`src/rtl/wr_en_strobe_sched_pkg.sv`:
```
// Shared types and default widths for the wr/en strobe scheduler.
package wr_en_strobe_sched_pkg;

  localparam int CNT_W_DEF = 8;
  localparam int TGL_W_DEF = 16;

  typedef enum logic [1:0] {
    IDLE = 2'd0,
    RUN  = 2'd1,
    PARK = 2'd2
  } sched_state_t;

endpackage

```
`src/rtl/wr_en_strobe_sched_strobe_chan.sv`:
```
// One strobe channel: interval counter plus output flop, flipping the output
// each time the counter reaches the programmed period.
module strobe_chan
  import wr_en_strobe_sched_pkg::*;
#(
  parameter int CNT_W = CNT_W_DEF
) (
  input  logic             clk,
  input  logic             rst,
  input  logic             clr,
  input  logic [CNT_W-1:0] period,
  input  logic             run,
  input  logic             park,
  output logic             q,
  output logic             flip_pulse
);

  logic [CNT_W-1:0] cnt;
  logic [CNT_W-1:0] cnt_next;
  logic             active;

  // While parking, only a channel still high keeps counting toward its final flip.
  always_comb begin
    cnt_next   = cnt + 1'b1;
    active     = (period != '0) && (run || (park && q));
    flip_pulse = active && (cnt_next == period);
  end

  always_ff @(posedge clk) begin
    if (rst || clr) begin
      cnt <= '0;
      q   <= 1'b0;
    end else if (active) begin
      if (flip_pulse) begin
        cnt <= '0;
        q   <= ~q;
      end else begin
        cnt <= cnt_next;
      end
    end
  end

endmodule

```
`src/rtl/wr_en_strobe_sched.sv`:
```
// Scheduler for the wr/en strobe pair: run/park FSM, latched configuration,
// wr toggle counter and the done pulse.
module wr_en_strobe_sched
  import wr_en_strobe_sched_pkg::*;
#(
  parameter int CNT_W = CNT_W_DEF,
  parameter int TGL_W = TGL_W_DEF
) (
  input  logic             clk,
  input  logic             rst,
  input  logic             start,
  input  logic             stop,
  input  logic [CNT_W-1:0] wr_period,
  input  logic [CNT_W-1:0] en_period,
  input  logic [TGL_W-1:0] num_tgl,
  output logic             wr,
  output logic             en,
  output logic             busy,
  output logic             done,
  output logic [TGL_W-1:0] wr_tgl_cnt
);

  sched_state_t     state;
  sched_state_t     state_next;
  logic [CNT_W-1:0] wr_p;
  logic [CNT_W-1:0] en_p;
  logic [TGL_W-1:0] num_q;
  logic [TGL_W-1:0] tgl_inc;
  logic             clr;
  logic             run;
  logic             park;
  logic             wr_flip;
  logic             en_flip;
  logic             limit;
  logic             done_next;

  assign clr  = (state == IDLE) && start;
  assign run  = (state == RUN);
  assign park = (state == PARK);
  assign busy = (state != IDLE);

  strobe_chan #(.CNT_W(CNT_W)) u_wr_chan (
    .clk        (clk),
    .rst        (rst),
    .clr        (clr),
    .period     (wr_p),
    .run        (run),
    .park       (park),
    .q          (wr),
    .flip_pulse (wr_flip)
  );

  strobe_chan #(.CNT_W(CNT_W)) u_en_chan (
    .clk        (clk),
    .rst        (rst),
    .clr        (clr),
    .period     (en_p),
    .run        (run),
    .park       (park),
    .q          (en),
    .flip_pulse (en_flip)
  );

  // The limiting flip itself still happens; the FSM leaves RUN on that same edge.
  always_comb begin
    state_next = state;
    done_next  = 1'b0;
    tgl_inc    = wr_tgl_cnt + 1'b1;
    limit      = (num_q != '0) && wr_flip && (tgl_inc == num_q);
    case (state)
      IDLE: if (start) state_next = RUN;
      RUN:  if (stop || limit) state_next = PARK;
      PARK: begin
        if (!wr && !en) begin
          state_next = IDLE;
          done_next  = 1'b1;
        end
      end
      default: state_next = IDLE;
    endcase
  end

  always_ff @(posedge clk) begin
    if (rst) begin
      state      <= IDLE;
      wr_p       <= '0;
      en_p       <= '0;
      num_q      <= '0;
      wr_tgl_cnt <= '0;
      done       <= 1'b0;
    end else begin
      state <= state_next;
      done  <= done_next;
      if (clr) begin
        wr_p       <= wr_period;
        en_p       <= en_period;
        num_q      <= num_tgl;
        wr_tgl_cnt <= '0;
      end else if (wr_flip) begin
        wr_tgl_cnt <= tgl_inc;
      end
    end
  end

  // en_flip is only consumed inside its channel; kept as a named port for symmetry.
  logic unused_en_flip;
  assign unused_en_flip = en_flip;

endmodule

```
`config.mk`:
```
export PLATFORM = sky130hd
export DESIGN_NAME = wr_en_strobe_sched
export DESIGN_NICKNAME = d
export VERILOG_FILES = /design/src/rtl/wr_en_strobe_sched_pkg.sv /design/src/rtl/wr_en_strobe_sched_strobe_chan.sv /design/src/rtl/wr_en_strobe_sched.sv
export SDC_FILE = /design/constraint.sdc
export NUM_CORES = 1
export LEC_CHECK = 0
export ABC_CLOCK_PERIOD_IN_PS = 2600
export CORE_MARGIN = 2
export CORE_UTILIZATION = 45
export DETAILED_ROUTE_END_ITERATION = 7
export GPL_TIMING_DRIVEN = 0
export PLACE_DENSITY_LB_ADDON = 0.25
export SLEW_MARGIN = 20
export SYNTH_ARGS = -nofsm -noshare
export SYNTH_HDL_FRONTEND = slang
export SYNTH_SLANG_ARGS = --single-unit
```
`constraint.sdc`:
```
create_clock -name clk -period 2.6 [get_ports clk]
set_input_delay 0.26 -clock clk [delete_from_list [all_inputs] [get_ports clk]]
set_output_delay 0.26 -clock clk [all_outputs]
set_load 0.05 [all_outputs]
```
==> results.txt, run 1 <==
The via count of the first global-routing pass was 3347. Summing the areas of all xor and xnor instances in the mapped netlist gives 13.59% of the synthesized area. The routed design has 9.557 mm of wire. The leakage power summed over all cells is 1.743 nW. For this run, the number of Yosys warnings is 0. The total die area came out at 9198 sq um. The hold buffer count at CTS came out at 0. The fraction of the yosys area taken by sequential cells is 36.34%. For this design, the slowest cell found on the critical path is dfxtp_2. The maximum number of pins on one net before global-route repair is 13.

The clock edge transition at the registers on the reported setup and hold paths came out at 0.08 ns. The buffer levels on the longest clock path is 2. The count of port buffers added during placement is 55.

The number of placed instances with taps included came out at 639. The final RePlAce weighted congestion is 0.9114. The synthesized design contains 0 enable-type register cells. Measured against its own limit, the worst slew margin works out to 51.52%.

The count of boundary I/O pins is 56. The number of clock buffers inserted by TritonCTS came out at 9. VDD sags by at most 0.3289 mV. The maximum clock frequency is 0.4094 GHz. The root buffer cell chosen for the clock tree is clkbuf_8. The number of antenna-violating nets in the routed design is 0. Data on the critical path is required at its endpoint by 2.82 ns. Max-cap violations in this run came to 0. The synthesized cell area is 3801 sq um. The number of DRC violations after detailed routing is 0. The flow ran to the end, and the final reports show no timing, DRC or antenna violations. Walking the worst path, the cells encountered are ha_4 > and3_2 > a21oi_1 > nor4_4 > nand4_2 > buf_6 > or3_1 > xor2_1 > nor2_2.

The power density over the cells is 555.2 nW/um^2. The effective utilization at floorplan is 46.26%. The post-synthesis instance total is 479.

Setup repair after global routing left no endpoint under its margin. The pin slew with the least headroom to its limit is 0.7181 ns. The detailed router placed 3546 vias in this run.

Leaving out filler cells and counting taps, the final layout contains 659. The clock net sink count is 69. The delay of the slowest cell on the worst path is 0.43 ns. The total area of sequential cells came out at 1385 sq um. Synthesis instantiated 57 different standard cells from the library. The number of H-tree levels came out at 3. TritonCTS built the clock tree. The area share of fa/ha/maj cells after synthesis is 0.9875%.

The global-route wire length before repair came out at 15.79 mm. For this run, the share of the core covered by cells in the final layout is 58.99%. The path class of the tightest hold or removal check is input pin to register. The proportion of synthesized area in mux cells is 0.5267%.

After synthesis, the largest family of logic cells by area is simple AND/OR/NAND/NOR gates. The overall die height is 95.91 um. The flip-flop and latch count after synthesis came out at 69. In the final routed layout, each cell accounts on average for 14.50 um. The multi-input logic area came out at 2337 sq um. The number of antenna violations at the first check in global routing is 0. The arrival time reported for the critical path endpoint came out at 2.66 ns. The area of the placeable core is 8217 sq um. The total global routing track utilization is 22.11%. The post-synthesis async set-or-reset flop share came out at 0%. The net count after synthesis came out at 518. In this run the worst setup path begins at u_wr_chan.cnt[0]$_SDFFE_PP0P_.

The latest clock arrival within the worst-skew pair came out at 0.36 ns. The worst setup path is launched from a register. The minimum clock period is 2.443 ns.

STA classifies the critical path endpoint as a register. The sum of net half-perimeters after detailed placement came out at 7.072 mm. From synthesis to final layout, the design area changed by 27.52%. The highest net fanout along the worst path is 10. The first-iteration detailed-routing DRC count is 208. The final worst-path cycle share came out at 93.95%. By startpoint and endpoint, the worst setup path is classified as register to register. The fraction of final layout cells with drive strength greater than 1 came out at 8.845%. The remaining global-route overflow came out at 0. The routed via count divided by cell count is 5.381. The number of fill cells in the layout is 754. The startpoint of the worst-slack reg-to-reg timing path is u_wr_chan.cnt[0]$_SDFFE_PP0P_. The post-layout net count is 588. The average instance area after synthesis came out at 7.936 sq um.

The count of TritonRoute iterations in the first routing pass is 4. After Yosys synthesis, and, or, nand and nor cells account for 29.99% of the synthesized area. The horizontal die dimension is 95.91 um. Setup violations remaining at the end of the flow were counted as 0. The max-slew violation count came out at 0. The clock skew is 0.01042 ns. Row generation in the floorplan step produced 33 rows. The final count of hold timing violations came out at 0.

The most used flip-flop cell after synthesis is dfxtp_1. In this run the most critical hold path is launched from wr_period[1]. The number of antenna diodes in the final layout is 0.

Summing the areas of all compound-gate instances in the mapped netlist gives 15.08% of the synthesized area.
[sequential cells by signal (all words and copies together), names as in the netlist]
signal / cells
done: 1
u_en_chan.cnt: 8
num_q: 16
u_en_chan.q: 1
wr_p: 8
u_wr_chan.cnt: 8
wr_tgl_cnt: 16
en_p: 8
u_wr_chan.q: 1
state: 2
[worst max-delay path, delay by kind of cell (launching register included)]
| kind | cells | cell delay, ns |
|---|---|---|
| AND/OR/NAND/NOR | 5 | 1.19 |
| flip-flops | 1 | 0.43 |
| buffers and inverters | 1 | 0.21 |
| adder cells (fa/ha/maj) | 1 | 0.20 |
| XOR/XNOR | 1 | 0.16 |
| AO/OA/AOI/OAI | 1 | 0.11 |
[metrics by stage]
step | power (mW) | area, sq um | setup TNS [ns] | setup WS (ns) | hold WS [ns]
finish | 2.691 | 4847 | 0 | 0.1573 | 0.4492
global route | 2.784 | 4847 | 0 | 0.02104 | 0.4560
CTS | 2.686 | 4792 | 0 | 0.005346 | 0.4496
detailed placement | 1.484 | 4483 | -0.1009 | -0.1009 | 0.4748
global placement | 1.478 | 4483 | -0.04125 | -0.04125 | 0.4621
floorplan | 1.361 | 3801 | 0 | 0.002014 | 0.3960
[kinds of logic (layout without fill, tap and decap cells)]
| logic type | count (synthesis) | in the layout |
|---|---|---|
| AO/OA/AOI/OAI | 93 | 93 |
| XOR/XNOR | 59 | 59 |
| adder cells (fa/ha/maj) | 3 | 3 |
| buffers and inverters | 30 | 105 |
| flip-flops | 69 | 69 |
| multiplexers | 2 | 2 |
| AND/OR/NAND/NOR | 223 | 223 |
[synthesized netlist by cell type (2+ instances only)]
cell	number	area [sq um]
nand3b_1	5	37.54
inv_1	3	11.26
xnor2_1	33	289.0
dfxtp_1	69	1381
nand3_1	12	60.06
o32ai_1	2	17.52
nor2b_1	7	43.79
o21ai_0	13	65.06
o31ai_1	2	15.01
nand2b_1	6	37.54
nor4_4	2	42.54
buf_2	7	35.03
nor4_1	9	56.30
a22oi_1	6	45.04
o21ai_1	4	20.02
a31oi_1	3	18.77
nor2_1	37	138.9
ha_1	3	37.54
and3_1	6	37.54
mux2i_1	2	20.02
nand4_2	2	25.02
o21a_1	2	15.01
and2_1	4	25.02
or3_1	5	31.28
nand2_1	95	356.6
nand4_1	6	37.54
nor3b_1	3	22.52
nand4b_1	3	26.28
a21oi_1	49	245.2
and4_1	3	26.28
xor2_1	26	227.7
clkbuf_1	17	63.81
nor4_2	2	25.02
or4_1	3	22.52
nor3_1	6	30.03
[cell type report]
| class | instances | area share [%] |
|---|---|---|
| buffer | 27 | 2.504 |
| multi-input combinational | 380 | 48.22 |
| timing repair buffer | 59 | 11.98 |
| sequential | 69 | 28.58 |
| clock inverter | 5 | 2.659 |
| tap | 105 | 2.710 |
| clock buffer | 11 | 3.123 |
| inverter | 3 | 0.2323 |
[final timing paths]
check | slack [ns] | cells after the start | to
max | 0.16 | 9 | wr_tgl_cnt[6]$_SDFFE_PP0P_
min | 0.45 | 3 | wr_p[1]$_SDFFE_PP0P_
max reg2reg | 0.16 | 9 | wr_tgl_cnt[6]$_SDFFE_PP0P_
min reg2reg | 0.49 | 2 | wr_p[1]$_SDFFE_PP0P_
[cells in the final DEF, fill, tap and decap left out, types with 5 or more instances in the layout]
| master | count |
|---|---|
| nor2b_1 | 7 |
| nor3_1 | 6 |
| nor2_1 | 37 |
| o21ai_0 | 13 |
| clkbuf_8 | 11 |
| nand2_1 | 95 |
| nand3b_1 | 5 |
| nand4_1 | 6 |
| xnor2_1 | 33 |
| a21oi_1 | 49 |
| nand2b_1 | 6 |
| a22oi_1 | 6 |
| xor2_1 | 26 |
| buf_2 | 7 |
| clkbuf_1 | 17 |
| nor4_1 | 9 |
| clkdlybuf4s50_1 | 55 |
| buf_4 | 5 |
| nand3_1 | 11 |
| dfxtp_1 | 66 |
| or3_1 | 5 |
| and3_1 | 6 |
[repair_timing]
item                                    4_1_cts  5_1_grt
endpoints found under the setup margin        3       20
endpoints found under the hold margin         0        0
buffers inserted                              0        4
resized for setup                             4        6
pin swaps                                     0        2
[power by group]
part / total, mW / switching (mW) / leakage (nW) / internal [mW]
logic: 0.337 / 0.180 / 1.04 / 0.157
registers: 1.14 / 0.0476 / 0.563 / 1.09
clock network: 1.21 / 0.422 / 0.140 / 0.790
total: 2.69 / 0.650 / 1.74 / 2.04
[per-layer routing]
layer | GRT usage (%) | wire length [um] | vias up
li1 | - | - | 1807
met1 | 29.72 | 4576 | 1649
met2 | 34.73 | 4434 | 72
met3 | 3.367 | 358 | 18
met4 | 10.60 | 188 | 0
met5 | 0 | 0 | -
No activity file was read; power rests on OpenSTA's default activity.
==> inputs of run 2 (changes only) <==
Settings changed: ABC_CLOCK_PERIOD_IN_PS 2600 to 3200.
Clock period 2.6 ns to 3.2 ns, I/O delays scaled along.
==> results.txt, run 2 (synthesis results as in run 1) <==
The run finished with clean final reports. met2 is the most crowded layer. The horizontal die dimension came out at 95.91 um (unchanged). The path class of the tightest hold or removal check is register to register. The first-iteration detailed-routing DRC count is 187 (-10%). The max-slew headroom at the worst pin is 51.42% (-0.10 points). The global-route wire length before repair came out at 15.69 mm (-0.61%). The number of clock buffers inserted by TritonCTS is 9 (unchanged). For this design, the slowest cell found on the critical path is nor4_2. The cell with the most instances on the worst path is nand3_1. The critical path's top delay family is simple AND/OR/NAND/NOR gates. The arrival time reported for the critical path endpoint is 3.06 ns (+0.40 ns).

The latest clock arrival within the worst-skew pair came out at 0.35 ns (about the same). The pin slew with the least headroom to its limit came out at 0.7228 ns (+0.004653 ns). The remaining global-route overflow came to 0 (unchanged).

The total detailed-routing wirelength is 9.432 mm (-1.3%). Setup repair after global routing left no endpoint under its margin. The area growth from synthesis to layout is 25.31%. The number of fill cells in the layout came out at 773 (+2.5%).

The signal on the critical path passes through ha_1 > nand3_1 > nor4_2 > nand3_1 > xnor2_1 > a2111oi_2 > nand4_1 > o31ai_2. The critical path is of the register to register type. The worst setup path is launched from a register. The final RePlAce weighted congestion is 0.9114 (unchanged). The count of port buffers added during placement is 55 (unchanged). The root buffer selected by CTS is clkbuf_8. The routed via count divided by cell count is 5.443 (+1.1%). The global routing usage on met1 is 29.67% (-0.049 points).

The post-placement worst setup slack is 0.4991 ns (+0.6000 ns). The minimum clock period was 2.793 ns (+0.3503 ns). The critical path required time is 3.47 ns (+0.65 ns). The number of max-capacitance violations reported came out at 0 (unchanged).

The worst path setup slack after routing is 0.4070 ns (+0.2497 ns). The highest net fanout along the worst path is 8 (-2). The wire length per cell came out at 14.40 um (-0.71%). The most frequent standard cell in the layout excluding fill and tap cells is nand2_1. The count of TritonRoute iterations in the first routing pass came out at 5 (+1). The multi-input logic area is 2287 sq um (-2.1%).

The total die area came to 9198 sq um (unchanged). The maximum clock frequency came out at 0.3580 GHz (-13%). The max-slew violation count came to 0 (unchanged). The post-layout net count came to 584 (-0.68%). The final count of hold timing violations came out at 0 (unchanged). The total area of sequential cells was 1381 sq um (-0.27%). The area of the placeable core is 8217 sq um (unchanged). The maximum number of pins on one net before global-route repair came out at 13 (unchanged). The sum of negative setup slack came out at 0 ns (unchanged). The count of endpoints failing setup in the final report is 0 (unchanged).

The effective utilization at floorplan is 46.26% (unchanged). The number of DRC violations after detailed routing is 0 (unchanged). The number of setup buffers added after CTS is 0 (unchanged). In the layout the commonest cells are nand2_1 (95), dfxtp_1 (69), clkdlybuf4s50_1 (55).

The delay of the slowest cell on the worst path came out at 0.58 ns (+0.15 ns). The clock edge transition at the registers on the reported setup and hold paths was 0.08 ns (about the same). TritonCTS built the clock tree. The count of boundary I/O pins is 56 (unchanged). The number of buffers and inverters on the critical path came out at 0 (-1). The total global routing track utilization is 22.01% (-0.099 points).

The number of antenna violations at the first check in global routing came to 0 (unchanged). The hold buffer count at CTS came out at 0 (unchanged). The count of inserted antenna diode cells is 0 (unchanged).

The post-cts sizing count is 0 (-4). The via count came out at 3565 (+0.54%). The fraction of final layout cells with drive strength greater than 1 came to 7.091% (-1.8 points). The final worst-path cycle share came to 87.28% (-6.7 points).

The met2 usage in global routing is 34.44% (-0.29 points). The total number of placement rows came out at 33 (unchanged). The overall die height came to 95.91 um (unchanged). The met3 global-route usage is 3.367% (unchanged).

The buffer levels on the longest clock path came out at 2 (unchanged). The sum of net half-perimeters after detailed placement came out at 7.072 mm (unchanged). The overall power after layout came out at 2.167 mW (-19%). STA classifies the critical path endpoint as a register.

The leakage power summed over all cells is 1.709 nW (-2.0%). The clock net sink count came out at 69 (unchanged). The power density over the cells came out at 454.9 nW/um^2 (-18%). The largest registers in the layout are num_q: 16 flops, wr_tgl_cnt: 16 flops. The number of H-tree levels came out at 3 (unchanged). The number of antenna-violating nets in the routed design came out at 0 (unchanged).

The clock skew was 0.01023 ns (-0.0001874 ns). The number of placed instances with taps included is 639 (unchanged). The post-layout instance count excluding filler cells is 655 (-0.61%).

The largest vdd supply drop came out at 0.2647 mV (-20%). The via count of the first global-routing pass came out at 3336 (-0.33%).
run 2: where the power goes:
group,switching (mW),internal [mW]
Combinational,0.141,0.120
Sequential,0.0383,0.888
Clock,0.336,0.642
run 2: through the flow:
stage | cell area, sq um | hold WS (ns) | utilization (%)
floorplan | 3801 | 0.4483 | -
global placement | 4483 | 0.4621 | 54.56
detailed placement | 4483 | 0.4748 | 54.56
CTS | 4763 | 0.4867 | 57.97
global route | 4763 | 0.5150 | 57.97
finish | 4763 | 0.4889 | 57.97
run 2: worst paths after layout:
| kind | end | cells after the start | from | slack [ns] |
|---|---|---|---|---|
| max | state[1]$_SDFFE_PP0P_ | 8 | wr_tgl_cnt[1]$_SDFFE_PP0P_ | 0.41 |
| min | u_en_chan.cnt[7]$_SDFFE_PP0P_ | 2 | u_en_chan.cnt[7]$_SDFFE_PP0P_ | 0.49 |
| max reg2reg | state[1]$_SDFFE_PP0P_ | 8 | wr_tgl_cnt[1]$_SDFFE_PP0P_ | 0.41 |
| min reg2reg | u_en_chan.cnt[7]$_SDFFE_PP0P_ | 2 | u_en_chan.cnt[7]$_SDFFE_PP0P_ | 0.49 |
run 2: layout make-up:
type,count,share of cell area (%)
Timing Repair Buffer,55,11.56
Sequential cell,69,29.00
Clock inverter,5,2.706
Tap cell,105,2.758
Multi-Input combinational cell,380,48.02
Clock buffer,11,3.178
Buffer,27,2.548
Inverter,3,0.2364
run 2: per-layer routing:
layer	part of all wire, %	vias to the layer above
li1	-	1804
met1	48	1656
met2	46	84
met3	4.1	21
met4	2.3	0
met5	0	-
run 2: tightest hold or removal path, stage by stage (launching register included):
cell	delay [ns]
dfxtp_1	0.34
nand2_1	0.06
a21oi_1	0.05
